## src/rtl/result_reader_pkg.sv

```systemverilog
// Shared types and default sizing for the SRAM result read-back stage.
package result_reader_pkg;

  typedef enum logic [1:0] {
    IDLE  = 2'd0,
    REQ   = 2'd1,
    WAIT  = 2'd2,
    DRAIN = 2'd3
  } state_t;

  // Widths match the sram_wrapper port so the read path plugs in directly.
  localparam int          DEF_DATA_W     = 32;
  localparam int          DEF_ADDR_W     = 8;
  localparam logic [7:0]  DEF_BASE_ADDR  = 8'h00;
  localparam int          DEF_NUM_WORDS  = 16;
  localparam int          DEF_FIFO_DEPTH = 4;

endpackage

```

## src/rtl/result_reader_if.sv

```systemverilog
// SRAM read port plus valid/ready result stream, grouped for the result reader.
interface result_reader_if #(
  parameter int DATA_W = 32,
  parameter int ADDR_W = 8
);
  logic              cs_n;
  logic              we_n;
  logic [ADDR_W-1:0] address;
  logic              ry;
  logic [DATA_W-1:0] read_data;
  logic [DATA_W-1:0] out_data;
  logic              out_valid;
  logic              out_ready;
  logic              out_last;

  modport master (
    output cs_n, we_n, address, out_data, out_valid, out_last,
    input  ry, read_data, out_ready
  );

  modport slave (
    input  cs_n, we_n, address, out_data, out_valid, out_last,
    output ry, read_data, out_ready
  );
endinterface

```

## src/rtl/result_reader_fifo.sv

```systemverilog
// Show-ahead synchronous FIFO; the head word is visible while non-empty and reads as zero when empty.
module result_fifo #(
  parameter int WIDTH = 33,
  parameter int DEPTH = 4
) (
  input  logic                     clk,
  input  logic                     rst,
  input  logic                     push,
  input  logic [WIDTH-1:0]         push_data,
  input  logic                     pop,
  output logic [WIDTH-1:0]         pop_data,
  output logic                     full,
  output logic                     empty,
  output logic [$clog2(DEPTH):0]   count
);
  localparam int PTR_W = $clog2(DEPTH);

  logic [WIDTH-1:0] mem [DEPTH];
  logic [PTR_W-1:0] wr_ptr_reg;
  logic [PTR_W-1:0] rd_ptr_reg;
  logic [PTR_W:0]   count_reg;
  logic [PTR_W:0]   count_next;
  logic             push_ok;
  logic             pop_ok;

  assign full    = (count_reg == (PTR_W+1)'(DEPTH));
  assign empty   = (count_reg == '0);
  assign push_ok = push && !full;
  assign pop_ok  = pop && !empty;

  always_comb begin
    count_next = count_reg;
    case ({push_ok, pop_ok})
      2'b10:   count_next = count_reg + 1'b1;
      2'b01:   count_next = count_reg - 1'b1;
      default: count_next = count_reg;
    endcase
  end

  always_ff @(posedge clk) begin
    if (push_ok) begin
      mem[wr_ptr_reg] <= push_data;
    end
  end

  always_ff @(posedge clk) begin
    if (rst) begin
      wr_ptr_reg <= '0;
      rd_ptr_reg <= '0;
      count_reg  <= '0;
    end else begin
      count_reg <= count_next;
      if (push_ok) begin
        wr_ptr_reg <= wr_ptr_reg + 1'b1;
      end
      if (pop_ok) begin
        rd_ptr_reg <= rd_ptr_reg + 1'b1;
      end
    end
  end

  assign pop_data = empty ? '0 : mem[rd_ptr_reg];
  assign count    = count_reg;

endmodule

```

## src/rtl/result_reader.sv

```systemverilog
// Reads NUM_WORDS result words back from SRAM one at a time and streams them out through a small FIFO.
// Defining RESULT_READER_CHECKSUM_EN adds a checksum output summing every word read in a run.
module result_reader
  import result_reader_pkg::*;
#(
  parameter int                DATA_W     = DEF_DATA_W,
  parameter int                ADDR_W     = DEF_ADDR_W,
  parameter logic [ADDR_W-1:0] BASE_ADDR  = ADDR_W'(DEF_BASE_ADDR),
  parameter int                NUM_WORDS  = DEF_NUM_WORDS,
  parameter int                FIFO_DEPTH = DEF_FIFO_DEPTH
) (
  input  logic             clk,
  input  logic             rst,
  input  logic             start,
  output logic             busy,
  output logic             done,
  result_reader_if.master  bus
`ifdef RESULT_READER_CHECKSUM_EN
  , output logic [DATA_W-1:0] checksum
`endif
);
  localparam int                CNT_W    = $clog2(NUM_WORDS + 1);
  localparam logic [CNT_W-1:0]  LAST_IDX = CNT_W'(NUM_WORDS - 1);

  state_t              state_reg;
  state_t              state_next;
  logic [ADDR_W-1:0]   address_reg;
  logic [ADDR_W-1:0]   address_next;
  logic [CNT_W-1:0]    rd_cnt_reg;
  logic [CNT_W-1:0]    rd_cnt_next;
  logic                cs_n_next;
  logic                done_next;
  logic                push;
  logic                pop;
  logic                is_last;
  logic [DATA_W:0]     push_word;
  logic [DATA_W:0]     head_word;
  logic                fifo_full;
  logic                fifo_empty;
  logic [$clog2(FIFO_DEPTH):0] fifo_count;

  assign is_last   = (rd_cnt_reg == LAST_IDX);
  assign push_word = {is_last, bus.read_data};

  always_comb begin
    state_next   = state_reg;
    address_next = address_reg;
    rd_cnt_next  = rd_cnt_reg;
    cs_n_next    = 1'b1;
    done_next    = 1'b0;
    push         = 1'b0;
    case (state_reg)
      IDLE: begin
        if (start) begin
          address_next = BASE_ADDR;
          rd_cnt_next  = '0;
          state_next   = REQ;
        end
      end
      REQ: begin
        // Only issue when the reply is guaranteed a FIFO slot.
        if (!fifo_full) begin
          cs_n_next  = 1'b0;
          state_next = WAIT;
        end
      end
      WAIT: begin
        if (bus.ry) begin
          push         = 1'b1;
          address_next = address_reg + 1'b1;
          rd_cnt_next  = rd_cnt_reg + 1'b1;
          state_next   = is_last ? DRAIN : REQ;
        end
      end
      DRAIN: begin
        if (fifo_empty) begin
          done_next  = 1'b1;
          state_next = IDLE;
        end
      end
      default: state_next = IDLE;
    endcase
  end

  always_ff @(posedge clk) begin
    if (rst) begin
      state_reg   <= IDLE;
      address_reg <= BASE_ADDR;
      rd_cnt_reg  <= '0;
    end else begin
      state_reg   <= state_next;
      address_reg <= address_next;
      rd_cnt_reg  <= rd_cnt_next;
    end
  end

  result_fifo #(
    .WIDTH (DATA_W + 1),
    .DEPTH (FIFO_DEPTH)
  ) u_fifo (
    .clk       (clk),
    .rst       (rst),
    .push      (push),
    .push_data (push_word),
    .pop       (pop),
    .pop_data  (head_word),
    .full      (fifo_full),
    .empty     (fifo_empty),
    .count     (fifo_count)
  );

  assign pop           = bus.out_valid && bus.out_ready;
  assign bus.out_valid = (fifo_count != '0);
  assign bus.out_data  = head_word[DATA_W-1:0];
  assign bus.out_last  = head_word[DATA_W];
  assign bus.cs_n      = cs_n_next;
  assign bus.we_n      = 1'b1;
  assign bus.address   = address_reg;
  assign done          = done_next;
  assign busy          = (state_reg != IDLE) && !done_next;

`ifdef RESULT_READER_CHECKSUM_EN
  logic [DATA_W-1:0] checksum_reg;

  always_ff @(posedge clk) begin
    if (rst) begin
      checksum_reg <= '0;
    end else if (state_reg == IDLE && start) begin
      checksum_reg <= '0;
    end else if (push) begin
      checksum_reg <= checksum_reg + bus.read_data;
    end
  end

  assign checksum = checksum_reg;
`endif

endmodule

```

## src/flat_wrapper.sv

```systemverilog
// flat-port wrapper written by rule: the top's interface ports become plain ports
module result_reader_flat import result_reader_pkg::*;
#(
  parameter int                DATA_W     = DEF_DATA_W,
  parameter int                ADDR_W     = DEF_ADDR_W,
  parameter logic [ADDR_W-1:0] BASE_ADDR  = ADDR_W'(DEF_BASE_ADDR),
  parameter int                NUM_WORDS  = DEF_NUM_WORDS,
  parameter int                FIFO_DEPTH = DEF_FIFO_DEPTH
)
  (clk, rst, start, busy, done, bus_cs_n, bus_we_n, bus_address, bus_out_data, bus_out_valid, bus_out_last, bus_ry, bus_read_data, bus_out_ready);
  result_reader_if #(.DATA_W(DATA_W), .ADDR_W(ADDR_W)) bus_i ();
  input  logic clk;
  input  logic rst;
  input  logic start;
  output logic busy;
  output logic done;
  output wire logic [$bits(bus_i.cs_n)-1:0] bus_cs_n;
  output wire logic [$bits(bus_i.we_n)-1:0] bus_we_n;
  output wire logic [$bits(bus_i.address)-1:0] bus_address;
  output wire logic [$bits(bus_i.out_data)-1:0] bus_out_data;
  output wire logic [$bits(bus_i.out_valid)-1:0] bus_out_valid;
  output wire logic [$bits(bus_i.out_last)-1:0] bus_out_last;
  input wire logic [$bits(bus_i.ry)-1:0] bus_ry;
  input wire logic [$bits(bus_i.read_data)-1:0] bus_read_data;
  input wire logic [$bits(bus_i.out_ready)-1:0] bus_out_ready;
  assign bus_cs_n = bus_i.cs_n;
  assign bus_we_n = bus_i.we_n;
  assign bus_address = bus_i.address;
  assign bus_out_data = bus_i.out_data;
  assign bus_out_valid = bus_i.out_valid;
  assign bus_out_last = bus_i.out_last;
  assign bus_i.ry = bus_ry;
  assign bus_i.read_data = bus_read_data;
  assign bus_i.out_ready = bus_out_ready;
  result_reader #(.DATA_W(DATA_W), .ADDR_W(ADDR_W), .BASE_ADDR(BASE_ADDR), .NUM_WORDS(NUM_WORDS), .FIFO_DEPTH(FIFO_DEPTH)) u_core (.clk(clk), .rst(rst), .start(start), .busy(busy), .done(done), .bus(bus_i));
endmodule
```

## config.mk

```make
export PLATFORM = sky130hd
export DESIGN_NAME = result_reader_flat
export DESIGN_NICKNAME = d
export VERILOG_FILES = /design/src/rtl/result_reader_pkg.sv /design/src/rtl/result_reader_if.sv /design/src/rtl/result_reader_fifo.sv /design/src/rtl/result_reader.sv /design/src/flat_wrapper.sv
export SDC_FILE = /design/constraint.sdc
export NUM_CORES = 1
export LEC_CHECK = 0
export CAP_MARGIN = 10
export CORE_MARGIN = 4
export CORE_UTILIZATION = 26
export CTS_BUF_LIST = sky130_fd_sc_hd__clkbuf_2 sky130_fd_sc_hd__clkbuf_4 sky130_fd_sc_hd__clkbuf_8
export DETAILED_ROUTE_END_ITERATION = 8
export PLACE_DENSITY = 0.52
export SKIP_LAST_GASP = 1
export SYNTH_ARGS = -nofsm -noshare
export SYNTH_HDL_FRONTEND = slang
export SYNTH_HIERARCHICAL = 1
export SYNTH_SLANG_ARGS = --single-unit
```

## constraint.sdc

```tcl
create_clock -name clk -period 2.6 [get_ports clk]
set_clock_uncertainty 0.15 [all_clocks]
set_input_delay 0.26 -clock clk [delete_from_list [all_inputs] [get_ports clk]]
set_output_delay 0.26 -clock clk [all_outputs]
set_load 0.01 [all_outputs]
```

==> results.yml, run 1 <==
run_status:
  status: "finished, final reports clean"
power_and_ir_drop:
  p_per_area_nw_per_um2: 581
  power_frac_seq: 0.564
  leakagePower_nw: 3.04
  p_int_mw: 3.74
  p_total_mw: 4.84
  power_switching_mw: 1.10
  vdd_ir_drop_max_uv: 333
  combPwrFrac: 0.051
  power_frac_clock: 0.384
  swShare: 0.227
route:
  via_per_inst: 4.32
  first_pass_iters: 4
  post_drt_wl_per_cell_um: 17.0
  wl_um: 13800
  drt-initial-drc-count: 168
  final_antenna_net_count: 0
  route.detailed.drc: 0
  num_vias: 3502
run:
  drv_cap: 0
global_routing:
  grt_pass1_wl_um: 20900
  grt_max_degree: 34
  busiest_layer: "met2"
  antenna_found_initial: 0
  grt_use_met1: 0.132
  use_met3: 0.0351
  grt_pass1_vias: 3659
  use_met2: 0.172
  grt-ovfl-total: 0
  grt.total_usage: 0.104
place:
  dp_hpwl_um: 8040
  dpl.cell_count: 760
  gp_congestion: 0.786
  placement.io_buffers: 81
yosys:
  netlist_instances: 360
  async_flop_share: 0
  seq_area_frac_synth: 0.704
  synth_top_family_by_area: "multiplexers"
  synthAdderAreaFrac: 0.0190
  synth_xor_area_frac: 0.00416
  synth_mux_area_frac: 0.126
  yosysTopAreaCellShare: 0.628
  yosys.area_share.simple: 0.0918
  synth-edff-count: 132
  yosysWarnings: 6
  ys.flop_type: "edfxtp_1"
  synth_compound_area_frac: 0.0278
  synth.area.top_cells: "edfxtp_1 (63%), mux4_2 (12%), dfxtp_1 (7.6%), nor2b_1 (3.5%), ha_1 (1.6%)"
  netlist_area_um2: 6310
  yosys_register_bits: 156
  syn_nets: 406
  yosysTopAreaCell: "edfxtp_1"
  syn_area_per_cell_um2: 17.5
  synth.distinct_cells: 42
layout:
  fin_cells: 811
  layout_commonest_cell: "edfxtp_1"
  n_antenna_cell: 0
  multiInputGateArea_um2: 1710
  layout.nets: 525
  fill_cells: 2315
  final_cell_mix: "edfxtp_1 (132), clkdlybuf4s50_1 (54), nor2b_1 (35), mux4_2 (33), buf_4 (26)"
  syn_to_final_growth_pct: 32.1
  largest_reg_flops: 132
  final_core_util: 0.352
  seqCellArea_um2: 4450
  drive_gt1_frac: 0.242
critical_path:
  cp_slowest_cell: "mux4_2"
  required_ps: 2190
  slowest_delay_ps: 480
  reg2reg_from: "u_core/u_fifo/count[0]"
  critPathKind: "reg2out"
  path_cells: "buf_12, mux4_2, nor2b_1, clkdlybuf4s50_1"
  cp_max_fo: 10
  reg2reg_slack_ps: 220
  end_kind: "output port"
  cp_data_arrival_time_ps: 2100
  rr_endpoint: "u_core/u_fifo/count[2]"
  critical_path.endpoint: "bus_out_data[8]"
  worstRegToRegCells: 10
  start_kind: "register"
timing:
  setup_viol: 0
  slew_violations: 0
  fmax_mhz: 399
  hold_ws_ps: 289
  rsz0062_at_grt: "true"
  period_needed_ps: 2510
  hold_violations: 0
  fin_crit_sh: 0.964
clock_tree:
  clock_path_buffers: 2
  htreeDepth: 4
  cts.sinks: 156
  numCtsBuffers: 17
  cts_root_buf: "clkbuf_8"
  clk_pin_slew_ps: 90
  tritoncts: "built"
  clkLatencyLatePin_ps: 440
floorplanning:
  design.core.area_um2: 23700
  start_util: 0.266
  die_h_um: 164
  fp-row-count: 56
  die_area_um2: 26800
  die_w_um: 164
  ios: 83
worst_hold_path:
  hp-class: "in2reg"
cells in the mapped netlist, types with 2 or more instances:
cell type  count
clkbuf_1       6
nor2b_1       35
ha_1           8
o31ai_1        5
xor2_1         3
and3_1         2
nand3_1        4
or3b_2         2
mux2i_1        4
mux4_2        33
nor2_1        12
nand2b_1       5
buf_6          5
inv_1         10
or3b_1         2
and2_1         5
a211oi_1       3
or3_1          4
a21oi_1       14
or4_1          4
buf_2          6
nand2_1        5
dfxtp_1       24
edfxtp_1     132
o21ai_0        7
buf_4          2
nand3b_1       3
worst min-delay path by stage:
stage | slack (ps) | cells after the start | end | from
after floorplan | 210 | 0 | u_core/u_fifo/mem[0][0] | bus_read_data[0]
after global placement | 310 | 2 | u_core/rd_cnt_reg[3] | u_core/rd_cnt_reg[3]
after detailed placement | 330 | 2 | u_core/rd_cnt_reg[3] | u_core/rd_cnt_reg[3]
after CTS | 260 | 1 | u_core/u_fifo/mem[2][30] | bus_read_data[30]
after global routing | 250 | 1 | u_core/u_fifo/mem[2][31] | bus_read_data[31]
final | 290 | 1 | u_core/u_fifo/mem[3][20] | bus_read_data[20]
logic make-up after synthesis:
| group | after synthesis |
|---|---|
| buffers and inverters | 30 |
| muxes | 38 |
| other | 1 |
| xor gates and xnor gates | 3 |
| AOI/OAI and AO/OA | 30 |
| and+or+nand+nor | 93 |
| DFF | 156 |
| adders and majority gates | 9 |
critical path: cells and delay by family, from the launching register on:
kind                   cells  cell delay [ps]
AND/OR/NAND/NOR            1              150
buffers and inverters      2              620
flip-flops                 1              400
multiplexers               1              480
power groups by stage:
stage	registers (mW)	clock network [mW]	logic, mW
2_1_floorplan	2.79	0	0.0957
3_3_place_gp	2.79	0	0.235
3_5_place_dp	2.79	0	0.242
4_1_cts	2.73	1.93	0.243
5_1_grt	2.73	2.05	0.271
6_report	2.73	1.86	0.249
area by class of cell:
type / count / area share
Clock buffer: 17 / 0.0281
Inverter: 10 / 0.00450
Multi-Input combinational cell: 174 / 0.205
Sequential cell: 156 / 0.534
Tap cell: 319 / 0.0479
Timing Repair Buffer: 120 / 0.160
Clock inverter: 15 / 0.0210
per-layer routing:
layer,share of wire,vias up,wire length (um)
li1,-,1632,-
met3,0.055,4,765
met2,0.49,86,6800
met4,0.0049,0,67
met1,0.45,1780,6170
met5,0,-,0
through the flow:
step,setup WS (ps),setup TNS [ps],cell area (um2)
floorplan,101,0,6310
global placement,79.3,0,7640
detailed placement,36.4,0,7640
CTS,-87.0,-1150,8130
global route,-4.05,-4.05,8340
finish,93.6,0,8340
what timing repair did:
item	4_1_cts	5_1_grt
hold buffers	0	0
endpoints found under the setup margin	35	31
buffers inserted	3	13
pin swaps	0	1
resized for setup	9	25
gates cloned	2	1
(Power assumes the default switching activity.)
==> run 2: changes to the inputs <==
--- a/config.mk
+++ b/config.mk
@@ -5,12 +5,13 @@
 export SDC_FILE = /design/constraint.sdc
 export NUM_CORES = 1
 export LEC_CHECK = 0
+export ABC_AREA = 1
 export CAP_MARGIN = 10
 export CORE_MARGIN = 4
-export CORE_UTILIZATION = 26
+export CORE_UTILIZATION = 32
 export CTS_BUF_LIST = sky130_fd_sc_hd__clkbuf_2 sky130_fd_sc_hd__clkbuf_4 sky130_fd_sc_hd__clkbuf_8
 export DETAILED_ROUTE_END_ITERATION = 8
-export PLACE_DENSITY = 0.52
+export PLACE_DENSITY = 0.6
 export SKIP_LAST_GASP = 1
 export SYNTH_ARGS = -nofsm -noshare
 export SYNTH_HDL_FRONTEND = slang
==> results.yml, run 2 <==
critical_path:
  critPathKind: "reg2out"
  worstRegToRegCells: 13
  start_kind: "register"
  required_ps: 2190
  end_kind: "output port"
  reg2reg_from: "u_core/state_reg[0]"
  cp_data_arrival_time_ps: 2060
  cp_max_fo: 20
yosys:
  netlist_instances: 579
  ys.flop_type: "edfxtp_1"
  synth-edff-count: 132
  synth.area.top_cells: "edfxtp_1 (62%), nor2_1 (8.8%), dfxtp_1 (7.5%), a21oi_1 (3.8%), o21ai_0 (3.3%)"
  seq_area_frac_synth: 0.692
  yosys_register_bits: 156
  synthAdderAreaFrac: 0.0187
  yosysTopAreaCellShare: 0.617
  synth_xor_area_frac: 0
  netlist_area_um2: 6430
  async_flop_share: 0
  synth.distinct_cells: 35
  synth_top_family_by_area: "simple AND/OR/NAND/NOR gates"
  yosys.area_share.simple: 0.144
  yosysMostFrequentCell: "nor2_1"
  synthTopCellsByCount: "nor2_1 (151), edfxtp_1 (132), a21oi_1 (49)"
  synth_mux_area_frac: 0
  yosysTopAreaCell: "edfxtp_1"
  yosysWarnings: 6
  synth_compound_area_frac: 0.0970
  syn_area_per_cell_um2: 11.1
  syn_nets: 625
floorplanning:
  die_h_um: 150
  die_w_um: 150
  design.core.area_um2: 19600
  ios: 83
  start_util: 0.328
  fp-row-count: 51
  die_area_um2: 22400
route:
  drt-initial-drc-count: 227
  post_drt_wl_per_cell_um: 14.8
  via_per_inst: 4.61
  wl_um: 14000
  num_vias: 4378
  route.detailed.drc: 0
  final_antenna_net_count: 0
  first_pass_iters: 4
layout:
  largest_reg_flops: 132
  fin_cells: 949
  layout.nets: 717
  final_cell_mix: "nor2_1 (147), edfxtp_1 (132), clkdlybuf4s50_1 (73), a21oi_1 (44)"
  final_area_um2: 8070
  n_antenna_cell: 0
  drive_gt1_frac: 0.107
  syn_to_final_growth_pct: 25.5
  layout_commonest_cell: "nor2_1"
global_routing:
  antenna_found_initial: 1
  grt_pass1_wl_um: 23100
  grt_pass1_vias: 4517
  grt-ovfl-total: 0
  grt.total_usage: 0.132
  grt_max_degree: 34
clock_tree:
  cts_root_buf: "clkbuf_8"
  numCtsBuffers: 17
  htreeDepth: 4
  clk_pin_slew_ps: 80
  clock_path_buffers: 2
  cts.sinks: 156
  tritoncts: "built"
  clkLatencyLatePin_ps: 440
  ctsHoldBuffers: 0
worst_hold_path:
  hp-class: "in2reg"
  min_path_cells: 1
  hold_start: "bus_read_data[3]"
timing:
  fin_crit_sh: 0.950
  fmax_mhz: 405
  setup_viol: 0
  rsz0062_at_grt: "true"
  period_needed_ps: 2470
  slew_violations: 0
  hold_violations: 0
run_status:
  status: "finished, final reports clean"
place:
  placed_area_um2: 7610
  placement.io_buffers: 81
  gp_congestion: 0.802
  dpl.cell_count: 915
  dp_hpwl_um: 9390
run:
  drv_cap: 0
power_and_ir_drop:
  leakagePower_nw: 2.89
  p_per_area_nw_per_um2: 620
  vdd_ir_drop_max_uv: 332
## run 2: routing by layer
layer / global-route usage / share of wire / vias to the layer above
met1: 0.156 / 0.42 / 2091
li1: - / - / 2166
met2: 0.222 / 0.50 / 104
met3: 0.0485 / 0.067 / 15
met5: 0 / 0.0014 / -
met4: 0.0421 / 0.012 / 2
## run 2: layout make-up
class	count	area (um2)
clock inverter	15	130
timing repair buffer	99	1040
inverter	40	156
multi-input combinational	357	1720
sequential	156	4450
tap	265	332
fill	1864	11500
clock buffer	17	234
## run 2: worst paths after layout
path	to	slack (ps)
worst max-delay path	bus_out_data[2]	130
worst min-delay path	u_core/u_fifo/mem[3][3]	310
worst max register to register	u_core/u_fifo/count[2]	470
worst min register to register	u_core/rd_cnt_reg[0]	330
## run 2: report_power, final
part | total, mW | switching, mW | internal (mW)
Clock | 1.66 | 0.961 | 0.695
Sequential | 2.78 | 0.0256 | 2.75
Combinational | 0.569 | 0.315 | 0.253
## run 2: logic make-up (layout without fill, tap and decap cells)
family | count (synthesis) | in the layout
AND/OR/NAND/NOR | 223 | 223
adder cells (fa/ha/maj) | 9 | 9
AO/OA/AOI/OAI | 124 | 124
other | 1 | 1
flip-flops | 156 | 156
buffers and inverters | 66 | 171
## run 2: timing repair
action	CTS	global route
gates cloned	0	0
pin swaps	0	1
buffers inserted	0	2
endpoints found under the setup margin	33	29
resized for setup	15	12
## run 2: critical path: stages, from the launching register on
cell and delay [ps]:
dfxtp_4 390, inv_6 150, buf_6 200, o21ai_0 110
a21oi_1 200, clkdlybuf4s50_1 570
## run 2: metrics by stage
step	setup TNS, ps	hold WS [ps]	setup WS (ps)	total power, mW	util
CTS	-6.28	278	-6.28	5.08	0.409
finish	0	305	129	5.00	0.412
global placement	0	311	331	3.39	0.388
detailed placement	0	319	280	3.41	0.388
floorplan	-31160	179	-236	3.10	-
global route	-46.8	280	-34.2	5.25	0.412
